### src/rtl/module2_bus_reader.sv
// Receive endpoint for the module2 parallel write bus: strobe settle FSM, parity/format check, FWFT result FIFO.
// Optional bit-4 format check storage is built when MODULE2_BUS_READER_FMT_CHECK_EN is defined.
module module2_bus_reader #(
   parameter int unsigned SETTLE_CYC = 2,
   parameter int unsigned DEPTH      = 4,
   parameter int unsigned PARITY_ODD = 0
) (
   input  logic                   CLK,
   input  logic                   RST_N,
   input  logic                   READ,
   input  logic                   WRITE,
   input  logic [0:7]             BUS_D,
   input  logic                   BUS_P,
   output logic [0:7]             DOUT,
   output logic                   PERR,
   output logic                   FERR,
   output logic                   DVALID,
   input  logic                   DREADY,
   output logic                   OVF,
   input  logic                   OVF_CLR,
   output logic [$clog2(DEPTH):0] LEVEL
);

   localparam int unsigned AW = $clog2(DEPTH);
   localparam int unsigned LW = AW + 1;
   localparam int unsigned CW = $clog2(SETTLE_CYC + 1);

   typedef enum logic [1:0] {
      ST_IDLE   = 2'd0,
      ST_SETTLE = 2'd1,
      ST_HOLD   = 2'd2
   } state_t;

   state_t        state;
   state_t        state_next;
   logic [CW-1:0] cnt;
   logic [CW-1:0] cnt_next;
   logic          stb_q;
   logic          cap;
   logic          cap_p;

   logic [0:7]    mem_d [DEPTH];
   logic          mem_p [DEPTH];
   logic [AW-1:0] rd_ptr;
   logic [AW-1:0] wr_ptr;
   logic [AW-1:0] rd_ptr_next;
   logic [LW-1:0] level_next;
   logic          pop;
   logic          push;
   logic          ovf_set;
   logic          head_fwd;

   // Strobe register and FSM state register
   always_ff @(posedge CLK or negedge RST_N) begin
      if (!RST_N) begin
         state <= ST_IDLE;
         cnt   <= '0;
         stb_q <= 1'b0;
      end else begin
         state <= state_next;
         cnt   <= cnt_next;
         stb_q <= WRITE & ~READ;
      end
   end

   // Next state: a strobe must survive SETTLE_CYC counted cycles before capture
   always_comb begin
      state_next = state;
      cnt_next   = cnt;
      case (state)
         ST_IDLE: begin
            if (stb_q) begin
               cnt_next   = CW'(1);
               state_next = ST_SETTLE;
            end
         end
         ST_SETTLE: begin
            if (!stb_q) begin
               state_next = ST_IDLE;
            end else if (cnt == CW'(SETTLE_CYC)) begin
               state_next = ST_HOLD;
            end else begin
               cnt_next = cnt + CW'(1);
            end
         end
         ST_HOLD: begin
            if (!stb_q) begin
               state_next = ST_IDLE;
            end
         end
         default: state_next = ST_IDLE;
      endcase
   end

   // FSM output: single capture strobe per accepted pulse
   always_comb begin
      cap   = 1'b0;
      cap_p = (^BUS_D ^ BUS_P) != 1'(PARITY_ODD);
      if ((state == ST_SETTLE) && stb_q && (cnt == CW'(SETTLE_CYC))) begin
         cap = 1'b1;
      end
   end

   // FIFO control; a pop frees a full slot for a same-cycle push
   always_comb begin
      pop         = DVALID & DREADY;
      push        = cap & ((LEVEL != LW'(DEPTH)) | pop);
      ovf_set     = cap & ~push;
      rd_ptr_next = rd_ptr + AW'(pop);
      level_next  = LEVEL + LW'(push) - LW'(pop);
      head_fwd    = push & (rd_ptr_next == wr_ptr);
   end

   always_ff @(posedge CLK) begin
      if (push) begin
         mem_d[wr_ptr] <= BUS_D;
         mem_p[wr_ptr] <= cap_p;
      end
   end

   // Registered head view; holds the last head while empty
   always_ff @(posedge CLK or negedge RST_N) begin
      if (!RST_N) begin
         rd_ptr <= '0;
         wr_ptr <= '0;
         LEVEL  <= '0;
         DVALID <= 1'b0;
         OVF    <= 1'b0;
         DOUT   <= '0;
         PERR   <= 1'b0;
      end else begin
         rd_ptr <= rd_ptr_next;
         wr_ptr <= wr_ptr + AW'(push);
         LEVEL  <= level_next;
         DVALID <= (level_next != '0);
         OVF    <= ovf_set | (OVF & ~OVF_CLR);
         if (level_next != '0) begin
            DOUT <= head_fwd ? BUS_D : mem_d[rd_ptr_next];
            PERR <= head_fwd ? cap_p : mem_p[rd_ptr_next];
         end
      end
   end

`ifdef MODULE2_BUS_READER_FMT_CHECK_EN
   logic cap_f;
   logic mem_f [DEPTH];

   always_comb begin
      cap_f = BUS_D[4] != (BUS_D[0] & BUS_D[1]);
   end

   always_ff @(posedge CLK) begin
      if (push) begin
         mem_f[wr_ptr] <= cap_f;
      end
   end

   always_ff @(posedge CLK or negedge RST_N) begin
      if (!RST_N) begin
         FERR <= 1'b0;
      end else if (level_next != '0) begin
         FERR <= head_fwd ? cap_f : mem_f[rd_ptr_next];
      end
   end
`else
   assign FERR = 1'b0;
`endif

endmodule

### config.mk
export PLATFORM = sky130hd
export DESIGN_NAME = module2_bus_reader
export DESIGN_NICKNAME = d
export VERILOG_FILES = /design/src/rtl/module2_bus_reader.sv
export SDC_FILE = /design/constraint.sdc
export NUM_CORES = 1
export LEC_CHECK = 0
export CORE_MARGIN = 5
export CORE_UTILIZATION = 35
export CTS_CLUSTER_DIAMETER = 200
export DETAILED_ROUTE_END_ITERATION = 8
export GPL_ROUTABILITY_DRIVEN = 0
export GPL_TIMING_DRIVEN = 1
export MAX_ROUTING_LAYER = met4
export PLACE_DENSITY_LB_ADDON = 0.25
export SKIP_CTS_REPAIR_TIMING = 1
export SYNTH_ARGS = -nofsm -noshare
export SYNTH_HDL_FRONTEND = slang
export SYNTH_SLANG_ARGS = --single-unit
### constraint.sdc
create_clock -name CLK -period 3.15 [get_ports CLK]
set_input_delay 0.315 -clock CLK [delete_from_list [all_inputs] [get_ports CLK]]
set_output_delay 0.315 -clock CLK [all_outputs]
set_load 0.005 [all_outputs]
### Word-level counts from Yosys, hierarchy flattened

Memories as Yosys holds them, arrays and structs flattened. A register that Yosys moved wholly into a read port is not among the register bits.
Index checks and enable logic that the tools add are counted.

| cells by class | value |
|---|---|
| add/subtract/negate cells | 5 |
| multipliers | 0 |
| divide/modulo/power cells | 0 |
| order comparisons | 0 |
| equal/unequal tests | 9 |
| shift operators | 0 |
| mux-type cells | 11 |
| bitwise operators | 11 |
| reductions and logical operators | 10 |

Operators by type and width:

| kind | number |
|---|---|
| $mux W2 | 6 |
| $ne A2 B2 Y1 const B | 4 |
| $reduce_xor A8 Y1 | 1 |
| $pmux W2 S3 | 1 |
| $and A1 B1 Y1 | 5 |
| $add A2 B1 Y2 | 2 |
| $eq A2 B2 Y1 const B | 2 |
| $pmux W2 S2 | 1 |
| $reduce_and A4 Y1 | 1 |
| $add A3 B1 Y3 | 1 |
| $mux W1 | 3 |
| $ne A3 B2 Y1 const B | 1 |
| $ne A3 B3 Y1 const B | 1 |
| $not A1 Y1 | 3 |
| $reduce_and A3 Y1 | 1 |
| $reduce_bool A3 Y1 | 1 |
| $sub A3 B1 Y3 | 1 |
| $add A2 B1 Y2 const B | 1 |
| $eq A2 B1 Y1 const B | 1 |
| $logic_and A1 B1 Y1 | 2 |
| $logic_not A1 Y1 | 2 |
| $logic_not A2 Y1 | 1 |
| $or A1 B1 Y1 | 2 |
| $reduce_bool A2 Y1 | 1 |
| $xor A1 B1 Y1 | 1 |

| storage, ports and cells | value |
|---|---|
| register bits | 14 |
| latch bits | 0 |
| bits in writable memories | 36 |
| ROM bits | 0 |
| input port bits | 15 |
| output and inout port bits | 15 |
| logic and storage cells | 56 |
| memories kept | 2 |

Memories:

| name | words | bits a word | read ports | clocked after Yosys merged registers in | write ports | RTL line | source |
|---|---|---|---|---|---|---|---|
| mem_d | 4 | 8 | 1 | 1 | 1 | 42 | `logic [0:7] mem_d [DEPTH];` |
| mem_p | 4 | 1 | 1 | 1 | 1 | 43 | `logic mem_p [DEPTH];` |

### Logic depth before layout (Yosys ltp)

Gate-level depths: netlist of run 1.

| logic depth | value |
|---|---|
| depth in word-level cells | 8 |
| mapped depth | 14 |
| mapped depth without buffers | 13 |

### Worst setup path before layout of run 1

No wires, ideal clock.

| timing path | value |
|---|---|
| path kind | reg2reg |
| start | reg cnt[0] |
| end | reg PERR (read register of mem_p) |
| library setup time | 77 ps |
| arrival | 2854 ps |
| data required time | 3073 ps |
| setup slack | 218 ps |
| cell stages (with the launch flop) | 15 |
| path buffers | 2 |
| period minus slack after synthesis | 2932 ps |
| cells stage by stage | dfrtp_1 inv_1 ha_1 nand4b_2 a31o_4 ha_1 inv_1 ha_1 fa_1 xnor2_1 xnor2_1 or3_1 buf_2 buf_6 a21oi_1 |

| between the ends | value |
|---|---|
| word-level cells in the longest chain between the ends | 7 |

Ends and longest elaborated chain:

| item | RTL line | source |
|---|---|---|
| start: declaration | 36 | `logic [CW-1:0] cnt;` |
| start signal: assignment | 61 | `cnt <= cnt_next;` |
| $eq A2 B2 Y1 | 99 | `if ((state == ST_SETTLE) && stb_q && (cnt == CW'(SETTLE_CYC))) begin` |
| $logic_and A1 B1 Y1 | 99 |  |
| $mux W1 | 99 |  |
| $and A1 B1 Y1 | 107 | `push = cap & ((LEVEL != LW'(DEPTH)) \| pop);` |
| $add A3 B1 Y3 | 110 | `level_next = LEVEL + LW'(push) - LW'(pop);` |
| $sub A3 B1 Y3 | 110 |  |
| named net level_next[2] | 47 | `logic [LW-1:0] level_next;` |
| $reduce_bool A3 Y1 | 137 | `if (level_next != '0) begin` |
| end: declaration | 15 | `output logic PERR,` |

The timed path passes the listed nets, and every way through them passes these cells.
A chain may end at the register's enable or synchronous reset.

### Worst setup path after layout of run 1

| timing path | value |
|---|---|
| start | reg cnt[0] |
| end | reg DOUT[2] (netlist name) (read register of mem_d) |

| between the ends | value |
|---|---|
| word-level cells in the longest chain between the ends | 7 |

Ends and longest elaborated chain:

| item | RTL line | source |
|---|---|---|
| $eq A2 B2 Y1 | 99 |  |
| $logic_and A1 B1 Y1 | 99 |  |
| $mux W1 | 99 |  |
| $and A1 B1 Y1 | 107 |  |
| $add A3 B1 Y3 | 110 |  |
| $sub A3 B1 Y3 | 110 |  |
| named net level_next[2] | 47 |  |
| $reduce_bool A3 Y1 | 137 |  |
| end: declaration | 14 | `output logic [0:7] DOUT,` |

The timed path passes the listed nets, and every way through them passes these cells.

==> impl_metrics.py, run 1 <==
metrics = {
    "run_status": {
        "status": "finished clean",
    },
    "placement": {
        "hpwl_um": 3254,
        "portBuffers": 28,
        "place_ws_ns": 0.05104,
    },
    "final_layout": {
        "layout_common_cells": "edfxtp_1 (36), clkdlybuf4s50_1 (28), dfrtp_1 (23), clkbuf_8 (12)",
        "area_growth_syn_to_layout_pct": 26.67,
        "utilization": 0.4628,
        "final_common_cell": "edfxtp_1",
        "nNetsFinal": 220,
        "final_layout_size_suffix_gt1_frac": 0.2255,
        "diodes": 0,
    },
    "synthesis": {
        "synth_area_leaders": "edfxtp_1 (43%), dfrtp_1 (23%), mux4_2 (8.1%), mux2i_1 (4.0%), ha_1 (2.5%)",
        "ys_seq_area_frac": 0.6600,
        "synthesis.nets": 175,
        "netlist_instances": 154,
        "synth_warnings": 0,
        "avgSynthCellArea_um2": 16.30,
        "async_flop_share": 0.3898,
        "synth.ff_latch_count": 59,
        "ys_types": 35,
        "synth_edf_count": 36,
        "synth.cell_area_mm2": 0.002510,
        "synth_top_area_frac": 0.4307,
        "yosys.area.top_type": "edfxtp_1",
        "ys.flop_type": "edfxtp_1",
    },
    "power_and_ir_drop": {
        "power_density_mw_per_mm2": 830.9,
        "swShare": 0.2956,
        "combPwrFrac": 0.374,
        "peakVddDrop_v": 0.0003586,
        "pwr-share-seq": 0.391,
        "clock_power_share": 0.235,
        "total_leakage_power_nw": 1.213,
        "switchingPower_mw": 0.7809,
        "p_int_mw": 1.861,
    },
    "global_routing": {
        "global_route.usage.total": 0.1246,
        "antenna_found_initial": 0,
        "grt_pass1_wl_um": 7790,
        "grt_overflow_total": 0,
        "grt.busiest_layer": "met2",
        "grt_max_degree": 24,
        "use_met3": 0.05339,
        "grt_pass1_vias": 1514,
        "use_met1": 0.1432,
        "gr-usage-met2": 0.1985,
    },
    "clock_network": {
        "clk_pin_slew_ns": 0.06,
        "cts_htree_levels": 3,
        "cts_tree": "done",
        "clk_latency_ns": 0.33,
        "clk_root_buffer_cell": "clkbuf_8",
        "cts_sinks": 59,
        "cts_buffers": 9,
        "cts_max_path_buffers": 2,
    },
    "sta": {
        "worst_slack_ns": 0.1785,
        "final_hold_viol_count": 0,
        "slew_headroom": 0.2971,
        "min_period_ns": 2.971,
        "drv_slew": 0,
        "post-route-period-util": 0.9433,
        "skew_ns": 0.009071,
        "finalSetupViolCount": 0,
        "worst_pin_slew_ns": 1.051,
        "fmax_mhz": 336.5,
        "whs_ns": 0.5116,
    },
    "floorplan": {
        "die_width_um": 94.68,
        "coreArea_mm2": 0.006869,
        "ios": 30,
        "dieArea_mm2": 0.008964,
        "dieHeight_um": 94.68,
        "start_util": 0.3654,
        "rows": 30,
    },
    "detailed_routing": {
        "drtIter0Drc": 55,
        "wl_per_cell_um": 15.86,
        "routed_wl_um": 4759,
        "drc": 0,
        "first_pass_iters": 4,
        "vias_per_cell": 4.637,
        "ant_nets": 0,
        "via_count": 1391,
    },
    "worst_setup_path": {
        "cp_max_fo": 19,
        "cpMostUsedCell": "ha_1",
        "slowest_delay_ns": 0.39,
        "endpoint_kind": "flip-flop",
        "cp_cell_sequence": "inv_2 -> ha_2 -> nand4b_4 -> a31o_4 -> ha_1 -> inv_1 -> ha_1 -> fa_2 -> xnor2_2 -> xnor2_1 -> or3_4 -> buf_12 -> nor2_1 -> a21oi_1",
        "crit_arrival_ns": 3.18,
        "cp_slowest_cell": "dfrtp_1",
        "crit_type": "flip-flop to flip-flop",
        "critPathRequiredTime_ns": 3.35,
        "startpoint_type": "flip-flop",
    },
    "job": {
        "cap_violations": 0,
    },
    "min_path": {
        "worstHoldPathType": "primary input to flip-flop",
    },
}
path summary, 6_finish.rpt:
check	startpoint	to	slack, ns	depth (start not counted)
worst max register to register	cnt[0]$_DFFE_PN0P_	DOUT[2]$_DFFE_PN0P_	0.18	14
min in group asynchronous	RST_N	OVF$_DFF_PN0_	0.56	1
max in group asynchronous	RST_N	DOUT[3]$_DFFE_PN0P_	1.95	1
worst max-delay path	cnt[0]$_DFFE_PN0P_	DOUT[2]$_DFFE_PN0P_	0.18	14
worst min register to register	DOUT[0]$_DFFE_PN0P_	DOUT[0]$_DFFE_PN0P_	0.54	2
worst min-delay path	READ	stb_q$_DFF_PN0_	0.51	2
cell families (layout without fill, tap and decap cells):
group,after synthesis,in the layout,synth area share
xor+xnor,12,12,0.05483
simple gates,27,27,0.05334
buf+inv,13,63,0.02842
mux,20,20,0.1251
compound gates,16,16,0.04387
fa+ha+maj,6,6,0.03290
other cells,1,1,0.001494
flops,59,59,0.6600
final cells by class:
cell class | count | area [um2]
Tap cell | 96 | 120.1
Timing Repair Buffer | 40 | 382.9
Sequential cell | 59 | 1657
Clock buffer | 14 | 172.7
Inverter | 7 | 26.28
Fill cell | 618 | 3690
Multi-Input combinational cell | 82 | 810.8
Clock inverter | 2 | 10.01
registers in the layout, indices dropped and copies added, names as in the netlist:
| register | flops |
|---|---|
| rd_ptr | 2 |
| stb_q | 1 |
| mem_d | 32 |
| PERR | 1 |
| cnt | 2 |
| LEVEL | 3 |
| mem_p | 4 |
| OVF | 1 |
| DOUT | 8 |
| DVALID | 1 |
| state | 2 |
| wr_ptr | 2 |
cell usage after synthesis (all sizes together), types with 4 or more instances:
| library cell | instances |
|---|---|
| a21oi | 10 |
| edfxtp | 36 |
| xor2 | 4 |
| nand2 | 5 |
| nor2 | 12 |
| mux4 | 9 |
| dfrtp | 23 |
| mux2i | 10 |
| xnor2 | 7 |
| inv | 7 |
| ha | 5 |
| buf | 6 |
worst max-delay path, delay by kind of cell (launching register included):
| kind | cells | cell delay (ns) |
|---|---|---|
| AOI/OAI and AO/OA | 2 | 0.30 |
| xor gates and xnor gates | 2 | 0.30 |
| adders and majority gates | 4 | 1.04 |
| buffers and inverters | 3 | 0.26 |
| DFF | 1 | 0.39 |
| and+or+nand+nor | 3 | 0.55 |
power groups by stage:
stage	registers [mW]	clock network (mW)	logic, mW
global placement	1.04	0	0.903
finish	1.03	0.620	0.989
detailed placement	1.05	0	0.927
CTS	1.03	0.639	0.933
floorplan	1.03	0	0.586
global route	1.05	0.669	1.11
routing by layer:
| metal | vias up | wire, um |
|---|---|---|
| li1 | 663 | - |
| met4 | 0 | 74 |
| met1 | 688 | 1956 |
| met3 | 8 | 224 |
| met2 | 32 | 2503 |
| met5 | - | 0 |
per-stage QoR:
step / power [mW] / cell area (um2) / setup TNS [ns] / cells
2_1_floorplan: 1.618 / 2510 / 0 / 154
6_report: 2.642 / 3179 / 0 / 300
4_1_cts: 2.605 / 3123 / 0 / 298
5_1_grt: 2.828 / 3179 / -0.02808 / 300
3_3_place_gp: 1.942 / 2940 / 0 / 282
3_5_place_dp: 1.973 / 2940 / 0 / 282
(Power assumes the default switching activity.)
==> run 2: changes to the inputs <==
Settings changed: CELL_PAD_IN_SITES_DETAIL_PLACEMENT set to 2, CELL_PAD_IN_SITES_GLOBAL_PLACEMENT set to 2.
==> impl_metrics.py, run 2 (synthesized netlist as in run 1, its figures left out) <==
metrics = {
    "detailed_routing": {
        "drtIter0Drc": 91,
        "ant_nets": 0,
        "first_pass_iters": 4,
        "via_count": 1458,
        "drc": 0,
        "wl_per_cell_um": 19.08,
        "routed_wl_um": 5705,
        "vias_per_cell": 4.876,
    },
    "worst_setup_path": {
        "startpoint_type": "flip-flop",
        "path_delay_family": "adder cells",
        "endpoint_kind": "flip-flop",
        "path_buf_inv": 2,
        "cp_cell_sequence": "inv_1 -> ha_2 -> nand4b_2 -> a31o_4 -> ha_1 -> inv_1 -> ha_1 -> fa_2 -> xnor2_2 -> xnor2_2 -> or3_4 -> nor2_1 -> a21oi_1",
        "critPathRequiredTime_ns": 3.36,
        "worst-path-stages": 13,
        "crit_type": "flip-flop to flip-flop",
        "reg2reg_depth": 13,
        "crit_arrival_ns": 3.21,
        "slowest_delay_ns": 0.42,
        "cp_slowest_cell": "or3_4",
        "cp_max_fo": 5,
    },
    "final_layout": {
        "area_growth_syn_to_layout_pct": 27.77,
        "nNetsFinal": 219,
        "top_register": "mem_d",
        "diodes": 0,
        "final_layout_size_suffix_gt1_frac": 0.2315,
        "top_regs": "mem_d: 32 flops, DOUT: 8 flops, mem_p: 4 flops",
        "final_common_cell": "edfxtp_1",
        "largest_reg_flops": 32,
        "layout_common_cells": "edfxtp_1 (36), clkdlybuf4s50_1 (28), dfrtp_1 (23), nor2_1 (11)",
        "fin_cells": 299,
        "stdcell_area_mm2": 0.003207,
    },
    "power_and_ir_drop": {
        "swShare": 0.3161,
        "power_density_mw_per_mm2": 895.9,
        "total_leakage_power_nw": 1.210,
        "pwr-share-seq": 0.357,
        "p_int_mw": 1.965,
        "peakVddDrop_v": 0.0003174,
        "clock_power_share": 0.271,
        "switchingPower_mw": 0.9082,
        "combPwrFrac": 0.372,
    },
    "floorplan": {
        "start_util": 0.3654,
        "ios": 30,
        "dieArea_mm2": 0.008964,
        "coreArea_mm2": 0.006869,
        "rows": 30,
        "dieHeight_um": 94.68,
        "die_width_um": 94.68,
    },
    "job": {
        "cap_violations": 0,
    },
    "min_path": {
        "worstHoldPathType": "primary input to flip-flop",
        "whs_path_depth": 2,
    },
    "global_routing": {
        "grt_overflow_total": 0,
        "grt_pass1_wl_um": 8970,
        "antenna_found_initial": 0,
        "grt_max_degree": 24,
        "global_route.usage.total": 0.1415,
        "grt_pass1_vias": 1682,
    },
    "sta": {
        "drv_slew": 0,
        "rsz0062_at_grt": "false",
        "skew_ns": 0.007862,
        "worst_pin_slew_ns": 1.065,
        "min_period_ns": 3.004,
        "slew_headroom": 0.2880,
        "whs_ns": 0.5256,
        "fmax_mhz": 332.9,
        "finalSetupViolCount": 0,
        "final_hold_viol_count": 0,
        "post-route-period-util": 0.9535,
    },
    "run_status": {
        "status": "finished clean",
    },
    "placement": {
        "placed_cells": 280,
        "portBuffers": 28,
        "placed_cell_area_mm2": 0.002925,
        "hpwl_um": 3972,
    },
    "clock_network": {
        "cts_htree_levels": 3,
        "cts_buffers": 9,
        "clk_root_buffer_cell": "clkbuf_8",
        "clk_pin_slew_ns": 0.07,
        "cts_max_path_buffers": 2,
        "clk_latency_ns": 0.33,
        "cts_tree": "done",
        "cts_sinks": 59,
    },
}
==> run 2: cell count changes in the layout (fill, tap and decap cells not counted), moves of 2 or more <==
| cell | delta |
|---|---|
| clkbuf_8 | -3 |
| bufinv_16 | +2 |
| clkinv_4 | +2 |
| inv_6 | +2 |
| or3_4 | +2 |
| clkbuf_1 | -2 |
| buf_4 | -2 |
==> run 2: metrics by stage <==
step | utilization | setup WS (ns) | power [mW] | TNS [ns]
after global routing | 0.4668 | 0.02408 | 3.042 | 0
after detailed placement | 0.4259 | -0.2374 | 2.003 | -1.670
after global placement | 0.4259 | -0.009125 | 1.945 | -0.05226
final | 0.4668 | 0.1464 | 2.873 | 0
after floorplan | - | 0.2181 | 1.618 | 0
after CTS | 0.4585 | -0.1993 | 2.794 | -1.259
==> run 2: layer usage <==
metal / GRT usage / part of all wire
met1: 0.1710 / 0.44
met2: 0.2278 / 0.51
met3: 0.03426 / 0.035
met4: 0.05769 / 0.011
met5: - / 0
==> run 2: cell type report <==
cell class	instances	area [um2]
fill	633	3662
timing repair buffer	37	347.8
clock inverter	7	100.1
inverter	7	26.28
tap	96	120.1
sequential	59	1657
multi-input combinational	84	832.0
clock buffer	9	123.9
==> run 2: final timing paths <==
check	startpoint	endpoint	slack, ns
max	cnt[0]$_DFFE_PN0P_	DOUT[2]$_DFFE_PN0P_	0.15
max in group asynchronous	RST_N	rd_ptr[1]$_DFF_PN0_	1.95
max reg2reg	cnt[0]$_DFFE_PN0P_	DOUT[2]$_DFFE_PN0P_	0.15
min reg2reg	DOUT[1]$_DFFE_PN0P_	DOUT[1]$_DFFE_PN0P_	0.54
min	READ	stb_q$_DFF_PN0_	0.53
min in group asynchronous	RST_N	stb_q$_DFF_PN0_	0.56
==> run 2: power groups by stage <==
stage / sequential (mW) / combinational, mW / clock (mW)
after floorplan: 1.03 / 0.586 / 0
after global placement: 1.03 / 0.913 / 0
after detailed placement: 1.04 / 0.963 / 0
after CTS: 1.02 / 0.970 / 0.801
after global routing: 1.04 / 1.16 / 0.842
final: 1.03 / 1.07 / 0.779
==> run 2: worst register-to-register path: cells and delay by family, from the launching register on <==
family                     cells  cell delay, ns
DFF                            1            0.40
adders and majority gates      4            1.01
AOI/OAI and AO/OA              2            0.31
xor gates and xnor gates       2            0.34
and+or+nand+nor                3            0.70
buffers and inverters          2            0.13
==> run 3: changes to the inputs <==
Settings changed: CTS_BUF_LIST set to sky130_fd_sc_hd__clkbuf_8.
==> results of run 3 <==
Same layout as run 2: the final DEF is identical, and so are final timing and power.
